--- config.mk ---
export PLATFORM = sky130hd
export DESIGN_NAME = pc_sequencer_flat
export DESIGN_NICKNAME = d
export VERILOG_FILES = /design/src/rtl/pc_sequencer_pkg.sv /design/src/rtl/pc_sequencer_if.sv /design/src/rtl/pc_sequencer_irq_prio_enc.sv /design/src/rtl/pc_sequencer.sv /design/src/flat_wrapper.sv
export SDC_FILE = /design/constraint.sdc
export NUM_CORES = 1
export LEC_CHECK = 0
export ABC_AREA = 1
export CAP_MARGIN = 20
export CELL_PAD_IN_SITES_DETAIL_PLACEMENT = 1
export CELL_PAD_IN_SITES_GLOBAL_PLACEMENT = 1
export CORE_MARGIN = 10
export CORE_UTILIZATION = 40
export DETAILED_ROUTE_END_ITERATION = 7
export PLACE_DENSITY_LB_ADDON = 0.05
export SKIP_CTS_REPAIR_TIMING = 1
export SYNTH_ARGS = -nofsm -noshare
export SYNTH_HDL_FRONTEND = slang
export SYNTH_SLANG_ARGS = --single-unit
export TNS_END_PERCENT = 30
--- constraint.sdc ---
create_clock -name i_clk -period 3.6 [get_ports i_clk]
set_input_delay 0.54 -clock i_clk [delete_from_list [all_inputs] [get_ports i_clk]]
set_output_delay 0.54 -clock i_clk [all_outputs]
set_load 0.01 [all_outputs]
--- src/rtl/pc_sequencer_pkg.sv ---
// Shared configuration and types for the jacaranda control-flow unit.
// Holds the core-wide sizing constants, the return-stack entry and a width helper.
package pc_sequencer_pkg;

  function automatic int unsigned clog2(input int unsigned v);
    int unsigned r;
    r = 0;
    while ((64'd1 << r) < 64'(v)) r++;
    return r;
  endfunction

  localparam int unsigned PC_W        = 8;
  localparam int unsigned N_IRQ       = 4;
  localparam int unsigned STACK_DEPTH = 4;
  localparam int unsigned VEC_STRIDE  = 4;
  localparam int unsigned RESET_PC    = 0;

  // Priority value meaning "no ISR running": lower than every real source.
  localparam int unsigned NO_PRIO   = N_IRQ;
  localparam int unsigned PRIO_W    = clog2(N_IRQ + 1);
  localparam int unsigned IDX_W     = clog2(N_IRQ);
  localparam int unsigned DEPTH_W   = clog2(STACK_DEPTH + 1);
  localparam int unsigned STK_IDX_W = clog2(STACK_DEPTH);

  typedef struct packed {
    logic [PC_W-1:0]   pc;
    logic              flag;
    logic [PRIO_W-1:0] prio;
  } stack_entry_t;

endpackage

--- src/rtl/pc_sequencer_if.sv ---
// Control bundle between decoder/controller (master) and the PC sequencer (slave).
interface pc_sequencer_if;
  import pc_sequencer_pkg::*;

  logic               stall;
  logic               jmp_en;
  logic               je_en;
  logic               reti_en;
  logic               flag_w_en;
  logic               flag_in;
  logic [PC_W-1:0]    target;
  logic [N_IRQ-1:0]   irq_req;
  logic [N_IRQ-1:0]   irq_mask;
  logic [PC_W-1:0]    irq_vec_base;
  logic [PC_W-1:0]    pc;
  logic [PC_W-1:0]    ret_addr;
  logic               flag;
  logic [N_IRQ-1:0]   irq_ack;
  logic               in_isr;
  logic [DEPTH_W-1:0] depth;
  logic               err_underflow;

  modport master (
    output stall, jmp_en, je_en, reti_en, flag_w_en, flag_in, target,
           irq_req, irq_mask, irq_vec_base,
    input  pc, ret_addr, flag, irq_ack, in_isr, depth, err_underflow
  );

  modport slave (
    input  stall, jmp_en, je_en, reti_en, flag_w_en, flag_in, target,
           irq_req, irq_mask, irq_vec_base,
    output pc, ret_addr, flag, irq_ack, in_isr, depth, err_underflow
  );

endinterface

--- src/rtl/pc_sequencer_irq_prio_enc.sv ---
// Fixed-priority encoder: lowest set request index wins.
module irq_prio_enc #(
  parameter int unsigned N = pc_sequencer_pkg::N_IRQ,
  parameter int unsigned W = pc_sequencer_pkg::IDX_W
) (
  input  logic [N-1:0] i_req,
  output logic         o_valid_c,
  output logic [W-1:0] o_idx_c
);

  always_comb begin
    o_valid_c = 1'b0;
    o_idx_c   = '0;
    for (int i = int'(N) - 1; i >= 0; i--) begin
      if (i_req[i]) begin
        o_valid_c = 1'b1;
        o_idx_c   = W'(i);
      end
    end
  end

endmodule

--- src/rtl/pc_sequencer.sv ---
// PC, flag, jump and nested vectored-interrupt sequencing for the jacaranda core.
// Interrupt context lives in a small register return stack indexed by depth.
module pc_sequencer
  import pc_sequencer_pkg::*;
(
  input  logic           i_clk,
  input  logic           i_rst,
  pc_sequencer_if.slave  io_seq
);

  logic [PC_W-1:0]      r_pc;
  logic                 r_flag;
  logic [DEPTH_W-1:0]   r_depth;
  logic                 r_in_isr;
  logic [N_IRQ-1:0]     r_irq_ack;
  logic                 r_err_underflow;
  stack_entry_t         r_stack [STACK_DEPTH];

  logic [PC_W-1:0]      w_nxt;
  logic                 w_nflag;
  logic [STK_IDX_W-1:0] w_top_sel;
  logic [STK_IDX_W-1:0] w_push_sel;
  stack_entry_t         w_top;
  logic [PRIO_W-1:0]    w_cur_prio;
  logic                 w_cand_valid;
  logic [IDX_W-1:0]     w_cand_idx;
  logic [PC_W-1:0]      w_vec_off;
  logic [PC_W-1:0]      w_vec;
  logic                 w_take;

  assign w_nxt   = (io_seq.jmp_en || (io_seq.je_en && r_flag)) ? io_seq.target
                                                               : PC_W'(r_pc + PC_W'(1));
  assign w_nflag = io_seq.je_en ? 1'b0 : (io_seq.flag_w_en ? io_seq.flag_in : r_flag);

  assign w_top_sel  = STK_IDX_W'(r_depth - DEPTH_W'(1));
  assign w_push_sel = STK_IDX_W'(r_depth);
  assign w_top      = r_stack[w_top_sel];
  assign w_cur_prio = (r_depth != '0) ? w_top.prio : PRIO_W'(NO_PRIO);

  irq_prio_enc #(.N(N_IRQ), .W(IDX_W)) u_prio_enc (
    .i_req     (io_seq.irq_req & io_seq.irq_mask),
    .o_valid_c (w_cand_valid),
    .o_idx_c   (w_cand_idx)
  );

  assign w_vec_off = PC_W'(w_cand_idx) * PC_W'(VEC_STRIDE);
  assign w_vec     = PC_W'(io_seq.irq_vec_base + w_vec_off);

  // Only strictly higher priority than the running ISR may preempt, and only with stack room.
  assign w_take = !io_seq.stall && !io_seq.reti_en && w_cand_valid
               && (PRIO_W'(w_cand_idx) < w_cur_prio)
               && (r_depth < DEPTH_W'(STACK_DEPTH));

  always_ff @(posedge i_clk or posedge i_rst) begin
    if (i_rst) begin
      r_pc            <= PC_W'(RESET_PC);
      r_flag          <= 1'b0;
      r_depth         <= '0;
      r_in_isr        <= 1'b0;
      r_irq_ack       <= '0;
      r_err_underflow <= 1'b0;
    end else begin
      r_irq_ack <= '0;
      if (!io_seq.stall) begin
        if (io_seq.reti_en && (r_depth != '0)) begin
          r_pc     <= w_top.pc;
          r_flag   <= w_top.flag;
          r_depth  <= r_depth - DEPTH_W'(1);
          r_in_isr <= (r_depth != DEPTH_W'(1));
        end else if (w_take) begin
          r_pc      <= w_vec;
          r_flag    <= 1'b0;
          r_depth   <= r_depth + DEPTH_W'(1);
          r_in_isr  <= 1'b1;
          r_irq_ack <= N_IRQ'(1) << w_cand_idx;
        end else if (io_seq.reti_en) begin
          // Return with nothing to return to: treat as a plain jump and flag it.
          r_pc            <= io_seq.target;
          r_flag          <= w_nflag;
          r_err_underflow <= 1'b1;
        end else begin
          r_pc   <= w_nxt;
          r_flag <= w_nflag;
        end
      end
    end
  end

  // Stack contents need no reset; validity is tracked by depth.
  always_ff @(posedge i_clk) begin
    if (w_take) begin
      r_stack[w_push_sel] <= '{pc: w_nxt, flag: w_nflag, prio: PRIO_W'(w_cand_idx)};
    end
  end

  assign io_seq.pc            = r_pc;
  assign io_seq.ret_addr      = w_nxt;
  assign io_seq.flag          = r_flag;
  assign io_seq.irq_ack       = r_irq_ack;
  assign io_seq.in_isr        = r_in_isr;
  assign io_seq.depth         = r_depth;
  assign io_seq.err_underflow = r_err_underflow;

endmodule

--- src/flat_wrapper.sv ---
// flat-port wrapper written by rule: the top's interface ports become plain ports
module pc_sequencer_flat import pc_sequencer_pkg::*;
  (i_clk, i_rst, io_seq_stall, io_seq_jmp_en, io_seq_je_en, io_seq_reti_en, io_seq_flag_w_en, io_seq_flag_in, io_seq_target, io_seq_irq_req, io_seq_irq_mask, io_seq_irq_vec_base, io_seq_pc, io_seq_ret_addr, io_seq_flag, io_seq_irq_ack, io_seq_in_isr, io_seq_depth, io_seq_err_underflow);
  pc_sequencer_if io_seq_i ();
  input  logic i_clk;
  input  logic i_rst;
  input wire logic [$bits(io_seq_i.stall)-1:0] io_seq_stall;
  input wire logic [$bits(io_seq_i.jmp_en)-1:0] io_seq_jmp_en;
  input wire logic [$bits(io_seq_i.je_en)-1:0] io_seq_je_en;
  input wire logic [$bits(io_seq_i.reti_en)-1:0] io_seq_reti_en;
  input wire logic [$bits(io_seq_i.flag_w_en)-1:0] io_seq_flag_w_en;
  input wire logic [$bits(io_seq_i.flag_in)-1:0] io_seq_flag_in;
  input wire logic [$bits(io_seq_i.target)-1:0] io_seq_target;
  input wire logic [$bits(io_seq_i.irq_req)-1:0] io_seq_irq_req;
  input wire logic [$bits(io_seq_i.irq_mask)-1:0] io_seq_irq_mask;
  input wire logic [$bits(io_seq_i.irq_vec_base)-1:0] io_seq_irq_vec_base;
  output wire logic [$bits(io_seq_i.pc)-1:0] io_seq_pc;
  output wire logic [$bits(io_seq_i.ret_addr)-1:0] io_seq_ret_addr;
  output wire logic [$bits(io_seq_i.flag)-1:0] io_seq_flag;
  output wire logic [$bits(io_seq_i.irq_ack)-1:0] io_seq_irq_ack;
  output wire logic [$bits(io_seq_i.in_isr)-1:0] io_seq_in_isr;
  output wire logic [$bits(io_seq_i.depth)-1:0] io_seq_depth;
  output wire logic [$bits(io_seq_i.err_underflow)-1:0] io_seq_err_underflow;
  assign io_seq_i.stall = io_seq_stall;
  assign io_seq_i.jmp_en = io_seq_jmp_en;
  assign io_seq_i.je_en = io_seq_je_en;
  assign io_seq_i.reti_en = io_seq_reti_en;
  assign io_seq_i.flag_w_en = io_seq_flag_w_en;
  assign io_seq_i.flag_in = io_seq_flag_in;
  assign io_seq_i.target = io_seq_target;
  assign io_seq_i.irq_req = io_seq_irq_req;
  assign io_seq_i.irq_mask = io_seq_irq_mask;
  assign io_seq_i.irq_vec_base = io_seq_irq_vec_base;
  assign io_seq_pc = io_seq_i.pc;
  assign io_seq_ret_addr = io_seq_i.ret_addr;
  assign io_seq_flag = io_seq_i.flag;
  assign io_seq_irq_ack = io_seq_i.irq_ack;
  assign io_seq_in_isr = io_seq_i.in_isr;
  assign io_seq_depth = io_seq_i.depth;
  assign io_seq_err_underflow = io_seq_i.err_underflow;
  pc_sequencer u_core (.i_clk(i_clk), .i_rst(i_rst), .io_seq(io_seq_i));
endmodule
# --- After elaboration in Yosys (flattened, before gate mapping) ---
# Memories as Yosys holds them, arrays and structs flattened.
# Cells that the tools add are included.
totals:
  reg_bits: 18
  output_inout_bits: 26
  wordCells: 58
  mem_bits_rw: 44
  input_bits: 32
  mem_count: 1
mem_list:
  columns: ["name", "depth", "word_bits", "rd", "rd_ports_with_merged_regs", "write_ports", "line_no", "text"]
  rows:
  - ["u_core.r_stack", 4, 11, 1, 0, 1, "pc_sequencer.sv:17", "stack_entry_t r_stack [STACK_DEPTH];"]
classes:
  n_eq_ne: 1
  n_lt_le_gt_ge: 2
  n_bitwise: 4
  reduce_logical: 13
  add_sub_neg: 4
  shift: 1
  n_mux: 26
op_table:
  columns: ["cell", "n"]
  rows:
  - ["$mux W8", 4]
  - ["$mux W1", 12]
  - ["$mux W4", 3]
  - ["$mux W3", 3]
  - ["$add A8 B1 Y8 const B", 1]
  - ["$add A8 B4 Y8", 1]
  - ["$mux W2", 4]
  - ["$logic_and A1 B1 Y1", 6]
  - ["$and A4 B4 Y4", 1]
  - ["$reduce_and A4 Y1", 1]
  - ["$shl A1 B2 Y4 const A", 1]
  - ["$add A3 B1 Y3 const B", 1]
  - ["$lt A2 B3 Y1", 1]
  - ["$lt A3 B3 Y1 const B", 1]
  - ["$ne A3 B1 Y1 const B", 1]
  - ["$not A1 Y1", 3]
  - ["$reduce_bool A3 Y1", 1]
  - ["$sub A3 B1 Y3 const B", 1]
  - ["$logic_not A1 Y1", 2]
  - ["$reduce_and A2 Y1", 1]
  - ["$reduce_bool A2 Y1", 1]
  - ["$logic_or A1 B1 Y1", 1]

# --- Longest topological paths before layout ---
# Gate-level depths: netlist of the first run.
logic_depth:
  depth_word: 11
  ltp_mapped: 17
  mapped_depth_nobuf: 17

# --- Modules after synthesis ---
# From an unflattened synthesis of the first run, not the netlist that was laid out.
unflattened:
  cells_unflattened: 376
  area_unflattened_um2: 3388.2
modules_own_cells:
  columns: ["mod", "instances", "seq_area_each_um2", "cells_each", "area_each_um2"]
  rows:
  - ["pc_sequencer", 1, 1771.7, 368, 3352.0]
  - ["irq_prio_enc", 1, 0.0, 8, 36.3]

# --- Least setup slack after synthesis of the first run ---
# Ideal clock, no wire load.
synth_timing:
  path_type: "flip-flop to flip-flop"
  from: "register u_core.r_depth[0] (netlist: u_core.io_seq.depth[0])"
  to: "memory u_core.r_stack[2][0] (netlist bit), enable pin"
  arrival_time_ps: 2517
  n_path_buf: 4
  t_required_ps: 3222
  synth_period_minus_slack_ps: 2896
  stages_incl_launch_ff: 15
  path_slack_ps: 704
  setup_ps: 378
  cell_sequence: "dfrtp_1 -> buf_6 -> inv_4 -> buf_6 -> buf_2 -> ha_1 -> inv_2 -> nand3_1 -> nand2_2 -> nor2_2 -> nor2_4 -> nand2_4 -> nand2_8 -> buf_8 -> nor2_1"
synth_via:
  elab_chain_cells: 8
  word_cells_on_any_way: 10
  cone_classes: "add/sub (1); order compare (2); mux (3); reduce/logical (3); memory (1)"
synth_rtl:
  columns: ["item", "line_no", "text"]
  rows:
  - ["start, declared", "pc_sequencer.sv:13", "logic [DEPTH_W-1:0] r_depth;"]
  - ["start signal, assigned", "pc_sequencer.sv:68", "r_depth <= r_depth - DEPTH_W'(1);"]
  - ["start signal, assigned", "pc_sequencer.sv:73", "r_depth <= r_depth + DEPTH_W'(1);"]
  - ["$sub A3 B1 Y3", "pc_sequencer.sv:35", "assign w_top_sel = STK_IDX_W'(r_depth - DEPTH_W'(1));"]
  - ["$mem_v2 Z4 W11", null, null]
  - ["$mux W3", "pc_sequencer.sv:38", "assign w_cur_prio = (r_depth != '0) ? w_top.prio : PRIO_W'(NO_PRIO);"]
  - ["$lt A2 B3 Y1", "pc_sequencer.sv:51", "&& (PRIO_W'(w_cand_idx) < w_cur_prio)"]
  - ["$logic_and A1 B1 Y1", "pc_sequencer.sv:51", null]
  - ["$logic_and A1 B1 Y1", "pc_sequencer.sv:52", "&& (r_depth < DEPTH_W'(STACK_DEPTH));"]
  - ["$mux W1", "pc_sequencer.sv:91", "if (w_take) begin"]
  - ["$mux W1 (not written as such)", "pc_sequencer.sv:92", "r_stack[w_push_sel] <= '{pc: w_nxt, flag: w_nflag, prio: PRIO_W'(w_cand_idx)};"]
  - ["end, declared", "pc_sequencer.sv:17", null]
# Parallel ways exist; a longest one is shown, timed or not.

# --- Worst setup path after layout of the first run ---
layout_timing:
  from: "input io_seq_je_en"
  to: "output io_seq_ret_addr[5]"
layout_via:
  elab_chain_cells: 3
layout_rtl:
  columns: ["item", "line_no", "text"]
  rows:
  - ["start, declared", "flat_wrapper.sv:9", "input wire logic [$bits(io_seq_i.je_en)-1:0] io_seq_je_en;"]
  - ["$logic_and A1 B1 Y1", "pc_sequencer.sv:31", "assign w_nxt = (io_seq.jmp_en || (io_seq.je_en && r_flag)) ? io_seq.target"]
  - ["$logic_or A1 B1 Y1", "pc_sequencer.sv:31", null]
  - ["$mux W8", "pc_sequencer.sv:31", null]
  - ["end, declared", "flat_wrapper.sv:18", "output wire logic [$bits(io_seq_i.ret_addr)-1:0] io_seq_ret_addr;"]
# Every way passes these cells.

==> out/results.ini, run 1 <==
[power]
internal_power_w = 0.00193
seqPwrFrac = 0.313
power.density_mw_per_mm2 = 764
switchingPower_w = 0.00135
clock_power_share = 0.235
peakVddDrop_v = 0.000246
combPwrFrac = 0.453
p_leak_nw = 1.83
switching_share = 0.411

[final_layout]
seq_area_sq_mm = 0.00177
fill_cells = 978
final_area_sq_mm = 0.00429
diodes = 0
drive_above_1_share = 0.106
multiInputGateArea_sq_mm = 0.00134
layout_commonest_cell = nand2_1
area_delta_synth_final_pct = 27.5
layout_common_cells = nand2_1, clkdlybuf4s50_1, edfxtp_1
finalNetCount = 479

[min_path]
worstHoldPathCells = 1
min-delay-start = u_core.io_seq.err_underflow$_DFFE_PP0P_
worstHoldPathType = reg2reg
hold_end = u_core.io_seq.err_underflow$_DFFE_PP0P_

[critical_path]
critPathKind = in2out
crit_fanout = 14
crit_path_max_incr_delay_ps = 710
cp_data_arrival_time_ps = 2620
ff2ff_path_depth = 11
reg2reg_to = u_core.r_stack[1][3]$_DFFE_PP_
critPathLaunchType = input pin
r2r_start = u_core.io_seq.depth[0]$_DFFE_PP0P_
cp_cell_sequence = clkdlybuf4s50_1 > a21oi_1 > buf_4 > o21ai_0 > clkdlybuf4s50_1
crit_top_cell = clkdlybuf4s50_1
path_delay_family = buffers and inverters
rrSetupSlack_ps = 800
worst_ep_required_time_ps = 3060
crit_slowest_cell = clkdlybuf4s50_1
crit_path_end_kind = output pin
path_buf_inv = 3

[synth]
synth-seq-area-share = 0.527
synthFlopType = edfxtp_1
syn_nets = 416
yosysTopAreaCellShare = 0.393
netlist_instances = 376
ys.warnings.count = 0
ys_ff_latch = 62
synth.distinct_cells = 38
synth_area_leaders = edfxtp_1, dfrtp_1, nand2_1
syn_area_per_cell_sq_um = 8.95
synthArstFlopShare = 0.290
syn_area_sq_mm = 0.00336
synth_edf_count = 44
post-synth-top-area-cell = edfxtp_1

[global_routing]
grt_pass1_wl_um = 16000
antenna_found_initial = 1
grt_pass1_vias = 2956
grt_usage = 0.161
grt_max_degree = 30
grt_overflow = 0

[place]
dp_slack_ps = 472
io_buffers = 57
place_hpwl_um = 7370
place_area_sq_mm = 0.00405
place.gp.congestion = 0.824

[route]
wl_per_cell_um = 18.2
wirelength_um = 9980
ant_nets = 0
drtIter0Drc = 156
drc = 0
vias = 2781
dr.pass1.iters = 4
via_per_inst = 5.07

[timing]
hold_viol = 0
fin_worst_skew_ps = 13.2
drv_slew = 0
final.min_clock_period_ps = 3160
final-setup-viol-count = 0
fin_crit_sh = 0.879
rsz0062_at_grt = no
slew_headroom = 0.459
layout_setup_ws_ps = 437
final.setup.tns_ps = 0
worst_pin_slew_ps = 811
fmax_mhz = 316

[die]
core-area_sq_mm = 0.00822
die_w_um = 112
die_y_um = 112
initial_utilization = 0.409
die-area_sq_mm = 0.0125
ios = 58
row_count = 33

[clock_network]
cts_root_buf = clkbuf_8
cts.sinks = 62
cts_max_path_buffers = 2
cts.clk_slew.worst_paths_ps = 70
h-tree-depth = 3
insertion_delay_ps = 340
cts_buffers = 9
cts_tree = yes

[job]
cap_violations = 0

[run_status]
status = finished, final reports clean

==> routing by layer <==
metal | GRT usage | vias up | routed length [um] | part of all wire
met1 | 0.198 | 1349 | 4560 | 0.46
met2 | 0.274 | 43 | 4900 | 0.49
met4 | 0.0428 | 2 | 93 | 0.0093
met5 | 0 | - | 7 | 0.00070
met3 | 0.0397 | 12 | 425 | 0.043
li1 | - | 1375 | - | -
==> worst max path at each step <==
stage | from | slack, ps | cells past startpoint | to
2_1_floorplan | u_core.io_seq.depth[0]$_DFFE_PP0P_ | 700 | 14 | u_core.r_stack[2][0]$_DFFE_PP_
3_3_place_gp | io_seq_je_en | 640 | 5 | io_seq_ret_addr[5]
3_5_place_dp | io_seq_je_en | 470 | 5 | io_seq_ret_addr[5]
4_1_cts | io_seq_je_en | 420 | 5 | io_seq_ret_addr[5]
5_1_grt | io_seq_je_en | 290 | 5 | io_seq_ret_addr[5]
6_report | io_seq_je_en | 440 | 5 | io_seq_ret_addr[5]
==> cells in the mapped netlist (3+ instances only) <==
master and count:
ha_1 8, nand3_2 3, inv_1 42, edfxtp_1 44, or2_2 3, nand2_4 3, and2_1 3, a21oi_1 8
nor2_1 26, o21ai_1 3, buf_2 4, nand2_1 94, nand3_1 37, o22ai_1 6, xor2_1 3, clkbuf_1 5
o21ai_0 34, dfrtp_1 18, nor3_1 6
==> through the flow <==
step,util,hold WS [ps],total power [W],std cells
final,0.522,503,0.00328,549
after global routing,0.522,537,0.00350,549
after CTS,0.522,516,0.00330,549
after floorplan,-,479,0.00194,376
after detailed placement,0.492,496,0.00252,533
after global placement,0.492,479,0.00247,533
==> logic make-up after synthesis <==
logic type	Yosys count	synth area share
adders and majority gates	8	0.0298
AOI/OAI and AO/OA	56	0.0937
xor gates and xnor gates	6	0.0179
DFF	62	0.527
buffers and inverters	58	0.0751
muxes	1	0.00298
and+or+nand+nor	185	0.254
==> power by group through the flow <==
| stage | logic (W) | clock network (W) | registers (W) |
|---|---|---|---|
| after floorplan | 0.000900 | 0 | 0.00104 |
| after global placement | 0.00144 | 0 | 0.00103 |
| after detailed placement | 0.00148 | 0 | 0.00104 |
| after CTS | 0.00150 | 0.000773 | 0.00103 |
| after global routing | 0.00165 | 0.000807 | 0.00104 |
| final | 0.00148 | 0.000769 | 0.00103 |
==> layout make-up <==
| class | count | area share |
|---|---|---|
| multi-input cells | 256 | 0.312 |
| clock inverters | 7 | 0.0283 |
| flip-flops and latches | 62 | 0.413 |
| clock buffers | 9 | 0.0289 |
| inverters | 45 | 0.0400 |
| repair buffers | 65 | 0.147 |
| well taps | 105 | 0.0306 |
==> flip-flops by register name, indices dropped and copies added, names as in the netlist <==
signal / count
u_core.io_seq.err_underflow: 1
u_core.io_seq.pc: 8
u_core.io_seq.in_isr: 1
u_core.io_seq.irq_ack: 4
u_core.r_stack: 44
u_core.io_seq.flag: 1
u_core.io_seq.depth: 3
Power figures use the tool's default switching activity.
==> run 2, diff against run 1 <==
--- a/config.mk
+++ b/config.mk
@@ -6,7 +6,7 @@
 export NUM_CORES = 1
 export LEC_CHECK = 0
 export ABC_AREA = 1
-export CAP_MARGIN = 20
+export CAP_MARGIN = 25
 export CELL_PAD_IN_SITES_DETAIL_PLACEMENT = 1
 export CELL_PAD_IN_SITES_GLOBAL_PLACEMENT = 1
 export CORE_MARGIN = 10
@@ -16,5 +16,6 @@
 export SKIP_CTS_REPAIR_TIMING = 1
 export SYNTH_ARGS = -nofsm -noshare
 export SYNTH_HDL_FRONTEND = slang
+export SYNTH_HIERARCHICAL = 1
 export SYNTH_SLANG_ARGS = --single-unit
 export TNS_END_PERCENT = 30
==> run 2 against run 1 <==
Clock skew decreased by 4.6 ps. Flip-flop and latch count unchanged. Count of clock-buffer cells in the layout unchanged. Sequential power about the same. Register-to-register slack got worse by 110 ps.
==> out/results.ini, run 2 <==
[clock_network]
cts.sinks = 62  ; unchanged
h-tree-depth = 3  ; unchanged
insertion_delay_ps = 340  ; about the same
cts_buffers = 9  ; unchanged
cts.clk_slew.worst_paths_ps = 70  ; about the same
cts_root_buf = clkbuf_8  ; unchanged
cts_max_path_buffers = 2  ; unchanged
cts_tree = yes  ; unchanged

[timing]
rsz0062_at_grt = no  ; unchanged
final.min_clock_period_ps = 2910  ; was 3160 ps
fin_worst_skew_ps = 8.60  ; was 13.2 ps
hold_viol = 0  ; unchanged
layout_setup_ws_ps = 694  ; was 437 ps
worst_pin_slew_ps = 837  ; was 811 ps
fmax_mhz = 344  ; was 316 MHz
fin_crit_sh = 0.807  ; was 0.879
slew_headroom = 0.441  ; was 0.459
drv_slew = 0  ; unchanged
final-setup-viol-count = 0  ; unchanged
final.setup.tns_ps = 0  ; unchanged

[route]
ant_nets = 0  ; unchanged
wirelength_um = 10400  ; was 9980 um
via_per_inst = 5.25  ; was 5.07
drc = 0  ; unchanged
wl_per_cell_um = 18.8  ; was 18.2 um
vias = 2892  ; was 2781
drtIter0Drc = 106  ; was 156
dr.pass1.iters = 4  ; unchanged

[synth]
ys.warnings.count = 6  ; was 0
yosys.area_share.simple = 0.250  ; was 0.254
syn_area_sq_mm = 0.00339  ; was 0.00336 sq mm
synthXorXnorAreaFrac = 0.0207  ; was 0.0179
synth-seq-area-share = 0.523  ; was 0.527
synth.distinct_cells = 38  ; unchanged
yosysMostFrequentCell = nand2_1  ; unchanged
synthArstFlopShare = 0.290  ; unchanged
netlist_top_cells_count = nand2_1, edfxtp_1, inv_1, nor2_1, o21ai_0  ; was nand2_1, edfxtp_1, inv_1, nand3_1, o21ai_0
syn_area_per_cell_sq_um = 9.01  ; was 8.95 sq um
synthFlopType = edfxtp_1  ; unchanged
synth_edf_count = 44  ; unchanged
ys_ff_latch = 62  ; unchanged
synthMuxAreaShare = 0.00295  ; was 0.00298
netlist_instances = 376  ; unchanged
synth_area_leaders = edfxtp_1, dfrtp_1, nand2_1  ; unchanged
synthAdderAreaFrac = 0.0391  ; was 0.0298
yosysTopAreaCellShare = 0.390  ; was 0.393
syn_nets = 418  ; was 416
post-synth-top-area-cell = edfxtp_1  ; unchanged
synth_compound_area_frac = 0.0886  ; was 0.0937
synth_top_family_by_area = simple AND/OR/NAND/NOR gates  ; unchanged

[critical_path]
r2r_start = u_core/io_seq.depth[1]$_DFFE_PP0P_  ; was u_core.io_seq.depth[0]$_DFFE_PP0P_
critPathLaunchType = flop  ; was input pin
rrSetupSlack_ps = 690  ; was 800 ps
critPathKind = reg2reg  ; was in2out
worst_ep_required_time_ps = 3640  ; was 3060 ps
crit_fanout = 16  ; was 14
critPathLaunch = u_core/io_seq.depth[1]$_DFFE_PP0P_  ; was io_seq_je_en
crit_path_end_kind = flop  ; was output pin
cp_data_arrival_time_ps = 2950  ; was 2620 ps

[final_layout]
diodes = 0  ; unchanged
largest_register = u_core/r_stack  ; was u_core.r_stack
fill_cells = 946  ; was 978
seq_area_sq_mm = 0.00177  ; unchanged
drive_above_1_share = 0.108  ; was 0.106
layout_common_cells = nand2_1, clkdlybuf4s50_1, edfxtp_1  ; unchanged
finalNetCount = 483  ; was 479
largest_reg_flops = 44  ; unchanged
final_area_sq_mm = 0.00437  ; was 0.00429 sq mm
layout_commonest_cell = nand2_1  ; unchanged
area_delta_synth_final_pct = 28.8  ; was 27.5%
final_util = 0.531  ; was 0.522
multiInputGateArea_sq_mm = 0.00136  ; was 0.00134 sq mm

[global_routing]
grt_usage = 0.168  ; was 0.161
grt_max_degree = 27  ; was 30
grt_pass1_vias = 3153  ; was 2956
grt_pass1_wl_um = 17100  ; was 16000 um
antenna_found_initial = 0  ; was 1
grt_overflow = 0  ; unchanged

[min_path]
worstHoldPathType = reg2reg  ; unchanged
min-delay-start = u_core/io_seq.err_underflow$_DFFE_PP0P_  ; was u_core.io_seq.err_underflow$_DFFE_PP0P_

[power]
switchingPower_w = 0.00136  ; was 0.00135 W
combPwrFrac = 0.452  ; was 0.453
peakVddDrop_v = 0.000345  ; was 0.000246 V
clock_power_share = 0.245  ; was 0.235
p_leak_nw = 1.84  ; was 1.83 nW
switching_share = 0.401  ; was 0.411
power.density_mw_per_mm2 = 777  ; was 764 mW/mm^2
finalPower_w = 0.00339  ; was 0.00328 W
seqPwrFrac = 0.303  ; was 0.313
internal_power_w = 0.00203  ; was 0.00193 W

[run_status]
status = finished, final reports clean  ; unchanged

[place]
place.gp.congestion = 0.833  ; was 0.824
place_area_sq_mm = 0.00410  ; was 0.00405 sq mm
dp_slack_ps = 533  ; was 472 ps
io_buffers = 57  ; unchanged
place_hpwl_um = 7490  ; was 7370 um

[die]
ios = 58  ; unchanged
row_count = 33  ; unchanged
core-area_sq_mm = 0.00822  ; unchanged
die_w_um = 112  ; about the same
die-area_sq_mm = 0.0126  ; was 0.0125 sq mm
die_y_um = 112  ; about the same
initial_utilization = 0.412  ; was 0.409

[job]
cap_violations = 0  ; unchanged

==> run 2: power by group through the flow <==
stage | Combinational [W] | Clock, W | Sequential (W)
floorplan | 0.000877 | 0 | 0.00104
global placement | 0.00147 | 0 | 0.00104
detailed placement | 0.00151 | 0 | 0.00104
CTS | 0.00154 | 0.000846 | 0.00103
global route | 0.00170 | 0.000873 | 0.00105
finish | 0.00153 | 0.000833 | 0.00103
==> run 2: layout make-up <==
class	count	area share
flip-flops and latches	62	0.406
multi-input cells	253	0.312
repair buffers	69	0.151
inverters	46	0.0396
clock inverters	7	0.0332
well taps	105	0.0301
clock buffers	9	0.0284
==> run 2: critical path, stage by stage (launching register included) <==
cell and delay (ps):
dfrtp_1 420, inv_1 110, ha_1 380, o21ai_0 140, o22ai_1 250, nand2_1 90
ha_1 270, inv_1 50, nor2_1 60, nand2_4 120, nand3_4 210, nor2_1 280
buf_4 240
==> run 2: metal layers <==
layer	wire length (um)	track usage	vias to the layer above	part of all wire
met2	5130	0.286	69	0.49
met3	503	0.0437	11	0.048
met1	4650	0.208	1428	0.45
met4	99	0.0372	0	0.0095
li1	-	-	1384	-
met5	0	0	-	0
==> run 2: metrics by stage <==
stage / std cells / hold slack [ps]
2_1_floorplan: 376 / 479
4_1_cts: 551 / 494
6_report: 551 / 493
3_3_place_gp: 535 / 469
5_1_grt: 551 / 521
3_5_place_dp: 535 / 474
==> run 2: path summary, 6_finish.rpt <==
path / depth (start not counted) / end
setup / recovery: 12 / u_core/r_stack[0][6]$_DFFE_PP_
hold / removal: 1 / u_core/io_seq.err_underflow$_DFFE_PP0P_
setup reg to reg: 12 / u_core/r_stack[0][6]$_DFFE_PP_
hold reg to reg: 1 / u_core/io_seq.err_underflow$_DFFE_PP0P_
max in group asynchronous: 2 / u_core/io_seq.flag$_DFFE_PP0N_
min in group asynchronous: 2 / u_core/io_seq.pc[2]$_DFFE_PP0N_
==> run 2: kinds of logic (layout without fill, tap and decap cells) <==
logic type      Yosys count  in the layout
fa+ha+maj                10             10
simple gates            180            180
compound gates           54             54
xor+xnor                  8              8
buf+inv                  61            131
mux                       1              1
flops                    62             62
